==> src/rtl/glitch_sequencer.sv <==
// -----------------------------------------------------------------------------
// glitch_sequencer
//
// Runs the glitch program held in an external ROM, one 12-bit instruction at a
// time. Instruction word layout: {op[11:10], bus[9], data[8:1], ack[0]}.
//   op 10 DELAY   : wait delay_len(data) + 1 cycles (delay table lookup)
//   op 01 DAC_UP  : write data to the DAC on the selected bus via req/ack
//   op 00 I2C_CHK : wait for a snooped byte on bus, compare byte and ACK bit
//   op 11         : illegal, faults
// Every instruction costs FETCH + EXEC plus the duration of its operation.
//
// Ports:
//   clk, rst            system clock, synchronous active-high reset
//   start, abort        host run request / stop request (abort has priority)
//   instr_pt, instr     ROM index out, ROM word back (combinational)
//   delay_num,delay_len delay table index out, length back (combinational)
//   dac_data, dac_bus,
//   dac_req, dac_ack    DAC writer handshake (ack is a single-cycle pulse)
//   i2c_valid, i2c_bus,
//   i2c_byte, i2c_ack   I2C snooper byte stream
//   busy, done, fault,
//   fault_pt            host status; done/fault are sticky until next start
// -----------------------------------------------------------------------------
module glitch_sequencer #(
  parameter int unsigned PROG_LEN    = 17,
  parameter logic [31:0] CHK_TIMEOUT = 32'd100000000
) (
  input  logic        clk,
  input  logic        rst,
  input  logic        start,
  input  logic        abort,
  output logic [7:0]  instr_pt,
  input  logic [11:0] instr,
  output logic [7:0]  delay_num,
  input  logic [31:0] delay_len,
  output logic [7:0]  dac_data,
  output logic        dac_bus,
  output logic        dac_req,
  input  logic        dac_ack,
  input  logic        i2c_valid,
  input  logic        i2c_bus,
  input  logic [7:0]  i2c_byte,
  input  logic        i2c_ack,
  output logic        busy,
  output logic        done,
  output logic        fault,
  output logic [7:0]  fault_pt
);

  localparam logic [2:0] S_IDLE  = 3'd0;
  localparam logic [2:0] S_FETCH = 3'd1;
  localparam logic [2:0] S_EXEC  = 3'd2;
  localparam logic [2:0] S_DLY   = 3'd3;
  localparam logic [2:0] S_DAC   = 3'd4;
  localparam logic [2:0] S_CHK   = 3'd5;
  localparam logic [2:0] S_DONE  = 3'd6;
  localparam logic [2:0] S_FAULT = 3'd7;

  localparam logic [1:0] OP_CHK = 2'b00;
  localparam logic [1:0] OP_DAC = 2'b01;
  localparam logic [1:0] OP_DLY = 2'b10;

  localparam logic [7:0]  LAST_PT  = 8'(PROG_LEN - 1);
  localparam logic [31:0] TMO_LAST = CHK_TIMEOUT - 32'd1;

  logic [2:0]  state_q,    state_d;
  logic [7:0]  instr_pt_q, instr_pt_d;
  logic [7:0]  delay_num_q, delay_num_d;
  logic [11:0] ir_q,       ir_d;
  logic [31:0] cnt_q,      cnt_d;
  logic [31:0] tmo_q,      tmo_d;
  logic [7:0]  dac_data_q, dac_data_d;
  logic        dac_bus_q,  dac_bus_d;
  logic        dac_req_q,  dac_req_d;
  logic        done_q,     done_d;
  logic        fault_q,    fault_d;
  logic [7:0]  fault_pt_q, fault_pt_d;

  logic adv;        // current instruction finished successfully
  logic flt;        // current instruction failed
  logic byte_hit;   // snooped byte is on the bus this check watches
  logic byte_ok;    // snooped byte and ACK bit match the expectation

  assign byte_hit = i2c_valid && (i2c_bus == ir_q[9]);
  assign byte_ok  = (i2c_byte == ir_q[8:1]) && (i2c_ack == ir_q[0]);

  always_comb begin
    // NOTE: every variable gets its hold value first so no path through the
    // case statements can leave one unassigned and infer a latch.
    state_d     = state_q;
    instr_pt_d  = instr_pt_q;
    delay_num_d = delay_num_q;
    ir_d        = ir_q;
    cnt_d       = cnt_q;
    tmo_d       = tmo_q;
    dac_data_d  = dac_data_q;
    dac_bus_d   = dac_bus_q;
    dac_req_d   = dac_req_q;
    done_d      = done_q;
    fault_d     = fault_q;
    fault_pt_d  = fault_pt_q;
    adv         = 1'b0;
    flt         = 1'b0;

    if (abort) begin
      // Abort overrides any in-flight update; only the state and the DAC
      // request change, status and instr_pt stay where they were.
      state_d   = S_IDLE;
      dac_req_d = 1'b0;
    end else begin
      case (state_q)
        S_IDLE, S_DONE, S_FAULT: begin
          if (start) begin
            instr_pt_d = 8'd0;
            done_d     = 1'b0;
            fault_d    = 1'b0;
            fault_pt_d = 8'd0;
            state_d    = S_FETCH;
          end
        end
        S_FETCH: begin
          ir_d        = instr;
          delay_num_d = instr[8:1];
          state_d     = S_EXEC;
        end
        S_EXEC: begin
          case (ir_q[11:10])
            OP_DLY: begin
              cnt_d   = delay_len;
              state_d = S_DLY;
            end
            OP_DAC: begin
              dac_data_d = ir_q[8:1];
              dac_bus_d  = ir_q[9];
              dac_req_d  = 1'b1;
              state_d    = S_DAC;
            end
            OP_CHK: begin
              tmo_d   = 32'd0;
              state_d = S_CHK;
            end
            default: flt = 1'b1;
          endcase
        end
        S_DLY: begin
          // Counting down to and including zero gives delay_len+1 cycles.
          if (cnt_q == 32'd0) adv = 1'b1;
          else                cnt_d = cnt_q - 32'd1;
        end
        S_DAC: begin
          if (dac_ack) begin
            dac_req_d = 1'b0;
            adv       = 1'b1;
          end
        end
        S_CHK: begin
          // A qualifying byte is judged before the timeout, so a byte that
          // lands on the final allowed cycle still gets compared.
          if (byte_hit) begin
            if (byte_ok) adv = 1'b1;
            else         flt = 1'b1;
          end else if (tmo_q == TMO_LAST) begin
            flt = 1'b1;
          end else begin
            tmo_d = tmo_q + 32'd1;
          end
        end
        default: state_d = S_IDLE;
      endcase

      if (adv) begin
        if (instr_pt_q == LAST_PT) begin
          done_d  = 1'b1;
          state_d = S_DONE;
        end else begin
          instr_pt_d = instr_pt_q + 8'd1;
          state_d    = S_FETCH;
        end
      end

      if (flt) begin
        fault_d    = 1'b1;
        fault_pt_d = instr_pt_q;
        state_d    = S_FAULT;
      end
    end
  end

  always_ff @(posedge clk) begin
    // NOTE: state registers use non-blocking assignments so every flop samples
    // the pre-edge values regardless of statement order.
    if (rst) begin
      state_q     <= S_IDLE;
      instr_pt_q  <= 8'd0;
      delay_num_q <= 8'd0;
      ir_q        <= 12'd0;
      cnt_q       <= 32'd0;
      tmo_q       <= 32'd0;
      dac_data_q  <= 8'd0;
      dac_bus_q   <= 1'b0;
      dac_req_q   <= 1'b0;
      done_q      <= 1'b0;
      fault_q     <= 1'b0;
      fault_pt_q  <= 8'd0;
    end else begin
      state_q     <= state_d;
      instr_pt_q  <= instr_pt_d;
      delay_num_q <= delay_num_d;
      ir_q        <= ir_d;
      cnt_q       <= cnt_d;
      tmo_q       <= tmo_d;
      dac_data_q  <= dac_data_d;
      dac_bus_q   <= dac_bus_d;
      dac_req_q   <= dac_req_d;
      done_q      <= done_d;
      fault_q     <= fault_d;
      fault_pt_q  <= fault_pt_d;
    end
  end

  assign busy = (state_q == S_FETCH) || (state_q == S_EXEC) || (state_q == S_DLY) ||
                (state_q == S_DAC)   || (state_q == S_CHK);

  assign instr_pt  = instr_pt_q;
  assign delay_num = delay_num_q;
  assign dac_data  = dac_data_q;
  assign dac_bus   = dac_bus_q;
  assign dac_req   = dac_req_q;
  assign done      = done_q;
  assign fault     = fault_q;
  assign fault_pt  = fault_pt_q;

endmodule

==> config.mk <==
export PLATFORM = sky130hd
export DESIGN_NAME = glitch_sequencer
export DESIGN_NICKNAME = d
export VERILOG_FILES = /design/src/rtl/glitch_sequencer.sv
export SDC_FILE = /design/constraint.sdc
export NUM_CORES = 1
export LEC_CHECK = 0
export ABC_AREA = 1
export CAP_MARGIN = 20
export CORE_MARGIN = 5
export CORE_UTILIZATION = 52
export CTS_CLUSTER_SIZE = 8
export DETAILED_ROUTE_END_ITERATION = 8
export DONT_BUFFER_PORTS = 1
export GPL_ROUTABILITY_DRIVEN = 1
export GPL_TIMING_DRIVEN = 0
export PLACE_DENSITY = 0.67
export SYNTH_ARGS = -nofsm -noshare
export SYNTH_HDL_FRONTEND = slang
export SYNTH_SLANG_ARGS = --single-unit
==> constraint.sdc <==
create_clock -name clk -period 2.4 [get_ports clk]
set_clock_uncertainty 0.2 [all_clocks]
set_input_delay 0.48 -clock clk [delete_from_list [all_inputs] [get_ports clk]]
set_output_delay 0.48 -clock clk [all_outputs]
set_load 0.005 [all_outputs]
==> impl_results.md <==
- Max-slew violations: 0
- Mean instance size in the synthesized netlist: 6.278 um^2
- Pin count of the biggest net entering global routing: 20
- Kind of launch point of the worst setup path: register
- Unrepaired setup endpoints after global routing: no
- Fin cells: 1,230
- H-tree levels: 3
- Netlist Area Pre-Place: 6548 um^2
- Global placer's final weighted congestion: 0.9505
- Final worst path period share: 0.9164
- Row Count: 41
- Run status: finished, final reports clean
- Setup Crit Path Kind: register to register
- Unique masters post-synth: 38
- Number of DRC violations after detailed routing: 0
- R2r worst-path depth: 13
- Ant. Diodes: 0
- Headroom to the max-slew limit: 0.5471
- FF+latch count, synth: 107
- Total core area: 12,470 um^2
- Starting utilization of the core area: 0.5252
- Number of primary I/O pins: 97
- Global-route wire length before repair: 30.90 mm
- Sequential share of power: 0.480
- Post-synthesis instance total: 1,043
- Total grt overflow: 0
- Design Power: 3.871 mW
- Min-delay worst type: input port to register
- Total length of routed wires: 19.12 mm
- CTS tree: yes
- Commonest cells after routing, fill and taps aside: nand2_1, nor2_1, dfxtp_1, inv_1, a21oi_1
- Port-buffer cells: 0
- Die outline area: 14,940 um^2
- Worst ir drop on vdd: 0.4255 mV
- Iteration count of the initial detailed-routing pass: 5
- Worst hold stages: 2
- Share of power burned in the clock network: 0.380
- Slowest CP cell: dfxtp_2
- Int Power: 2.724 mW
- Number of warnings reported in the yosys synthesis log: 0
- Clock buffer depth: 2
- Power dissipated by switching net loads: 1.147 mW
- Initial antenna violation count: 0
- Global Route Usage Sum: 0.2608
- Delay of the slowest cell on the worst path: 370 ps
- Die outline width: 122.2 um
- PwrDens: 547.2 nW/um^2
- Detailed-placement wirelength estimate: 14.67 mm
- Clock transition at path regs: 80 ps
- Net switching fraction of the power: 0.2964
- Number of global-route vias before repair: 6,107
- Syn nets: 1,108
- Fmax achieved: 0.4547 GHz
- Number of buffers inserted during clock tree synthesis: 9
- Postcts setup bufs: 0
- Worst path most repeated cell: nand2_1
- Number of nets in the final layout: 1,119
- Vertical die dimension: 122.2 um
- Relative area change from synthesis to final layout: 8.064%
- Most common cell after layout, fill and taps aside: nand2_1
- Critical path fanouts, max: 10
- DR iter-0 viols: 475
- Ratio of cells with drive above 1 in the final layout: 0.07656
- Number of max-capacitance violations reported: 0
- Post-CTS Hold Fix Bufs: 0
- Worst-Skew Late Latency: 360 ps
- Fin crit period: 2199 ps
- Static power due to leakage: 2.889 nW
- Worst Tran Pin Value: 679.4 ps
- Total setup violations reported at the end of the flow: 0
- Total vias in the final route: 6,677
- Post-Place Cells: 1,215
- Crit path DAT: 2220 ps
- CTS root buf: clkbuf_16
- Critical path cell sequence: ha_1 > inv_1 > nor2_4 > nand2_2 > nor2_4 > nand2_1 > nand2_1 > nand2_1 > nand2_4 > inv_4 > buf_4 > nand4_1 > a21oi_1
- Part of the Yosys area used for sequential elements: 0.3272
- Combinational fraction of design power: 0.141
- Total count of hold-check failures in the final report: 0
- Via density per instance: 5.428
- Sink Count: 107
- Drt wl/cell: 15.55 um
- Type of destination of the critical path: register
- Endpoint required time on the critical path: 2420 ps
- Antenna-violating nets left: 0
-- power groups by stage --
| stage | logic [mW] | registers [mW] | clock network [mW] |
|---|---|---|---|
| 2_1_floorplan | 0.419 | 1.89 | 0 |
| 3_3_place_gp | 0.535 | 1.90 | 0 |
| 3_5_place_dp | 0.538 | 1.90 | 0 |
| 4_1_cts | 0.541 | 1.86 | 1.51 |
| 5_1_grt | 0.612 | 1.86 | 1.58 |
| 6_report | 0.544 | 1.86 | 1.47 |
-- final timing paths --
path / from / slack (ps) / end
setup reg to reg: tmo_q[0] / 200 / tmo_q[9]
hold reg to reg: tmo_q[30] / 290 / tmo_q[30]
setup / recovery: tmo_q[0] / 200 / tmo_q[9]
hold / removal: instr[6] / 50 / delay_num[5]
-- flip-flops by register name (all words and copies together) (netlist names) --
signal / flops
ir_q: 5
fault: 1
cnt_q: 32
state_q: 3
done: 1
dac_req: 1
delay_num: 7
dac_data: 8
tmo_q: 32
fault_pt: 8
dac_bus: 1
instr_pt: 8
-- layer usage --
layer,up-vias,GRT usage,share of wire
li1,3428,-,-
met1,3015,0.3682,0.47
met2,215,0.4064,0.44
met3,19,0.07051,0.082
met4,0,0.04479,0.011
met5,-,0,0
-- cells by family (layout without fill, tap and decap cells) --
| logic type | count (synthesis) | after routing | synth area share |
|---|---|---|---|
| AO/OA/AOI/OAI | 182 | 182 | 0.1506 |
| adder cells (fa/ha/maj) | 5 | 5 | 0.009555 |
| AND/OR/NAND/NOR | 580 | 580 | 0.3768 |
| buffers and inverters | 139 | 154 | 0.09574 |
| XOR/XNOR | 30 | 30 | 0.04013 |
| flip-flops | 107 | 107 | 0.3272 |
-- through the flow --
step           worst slack [ps]    util  hold slack [ps]  area [um^2]  setup TNS, ps
2_1_floorplan             455.7       -            243.4         6548              0
3_3_place_gp             -19.75  0.5425            270.9         6763         -19.75
3_5_place_dp            -0.2529  0.5425            275.3         6763        -0.2529
4_1_cts                   72.88  0.5655            40.73         7049              0
5_1_grt                   6.369  0.5676            48.04         7076              0
6_report                  200.6  0.5676            53.14         7076              0
-- layout make-up --
cell class | instances | area [um^2]
clock buffer | 9 | 225.2
buffer | 44 | 267.8
clock inverter | 6 | 56.30
sequential | 107 | 2143
fill | 1331 | 5390
multi-input combinational | 797 | 3809
inverter | 95 | 359.1
tap | 172 | 215.2
-- synthesized netlist by cell type --
master | n | area (um^2)
a211oi_2 | 2 | 25.02
a21o_1 | 2 | 15.01
a21oi_1 | 77 | 385.4
a21oi_2 | 2 | 17.52
a31oi_1 | 1 | 6.260
and3_1 | 1 | 6.260
buf_1 | 1 | 3.750
buf_2 | 10 | 50.05
buf_4 | 14 | 105.1
buf_6 | 5 | 56.30
clkbuf_1 | 14 | 52.55
clkinv_1 | 2 | 7.510
dfxtp_1 | 107 | 2142
ha_1 | 5 | 62.56
inv_1 | 86 | 322.8
inv_2 | 6 | 22.52
inv_4 | 1 | 6.260
nand2_1 | 256 | 960.9
nand2_2 | 5 | 31.28
nand2_4 | 2 | 22.52
nand3_1 | 58 | 290.3
nand3b_1 | 5 | 37.54
nand4_1 | 30 | 187.7
nor2_1 | 181 | 679.4
nor2_2 | 4 | 25.02
nor2_4 | 4 | 45.04
nor3_1 | 27 | 135.1
nor3b_1 | 2 | 15.01
nor4_1 | 1 | 6.260
o211ai_1 | 13 | 97.59
o21ai_0 | 70 | 350.3
o21ai_1 | 7 | 35.03
o21bai_1 | 1 | 7.510
o22ai_1 | 5 | 31.28
o31ai_1 | 2 | 15.01
or2_2 | 4 | 25.02
xnor2_1 | 17 | 148.9
xor2_1 | 13 | 113.9
-- what timing repair did --
item                                   CTS  global route
setup endpoints to repair                4            41
gates cloned                             0             0
gates resized for setup                  2             8
endpoints found under the hold margin    0             0
-- critical path: cells and delay by family, from the launching register on --
family / cells / cell delay, ps
AOI/OAI and AO/OA: 1 / 70
adders and majority gates: 1 / 170
and+or+nand+nor: 8 / 890
DFF: 1 / 370
buffers and inverters: 3 / 370
Power figures use the tool's default switching activity.
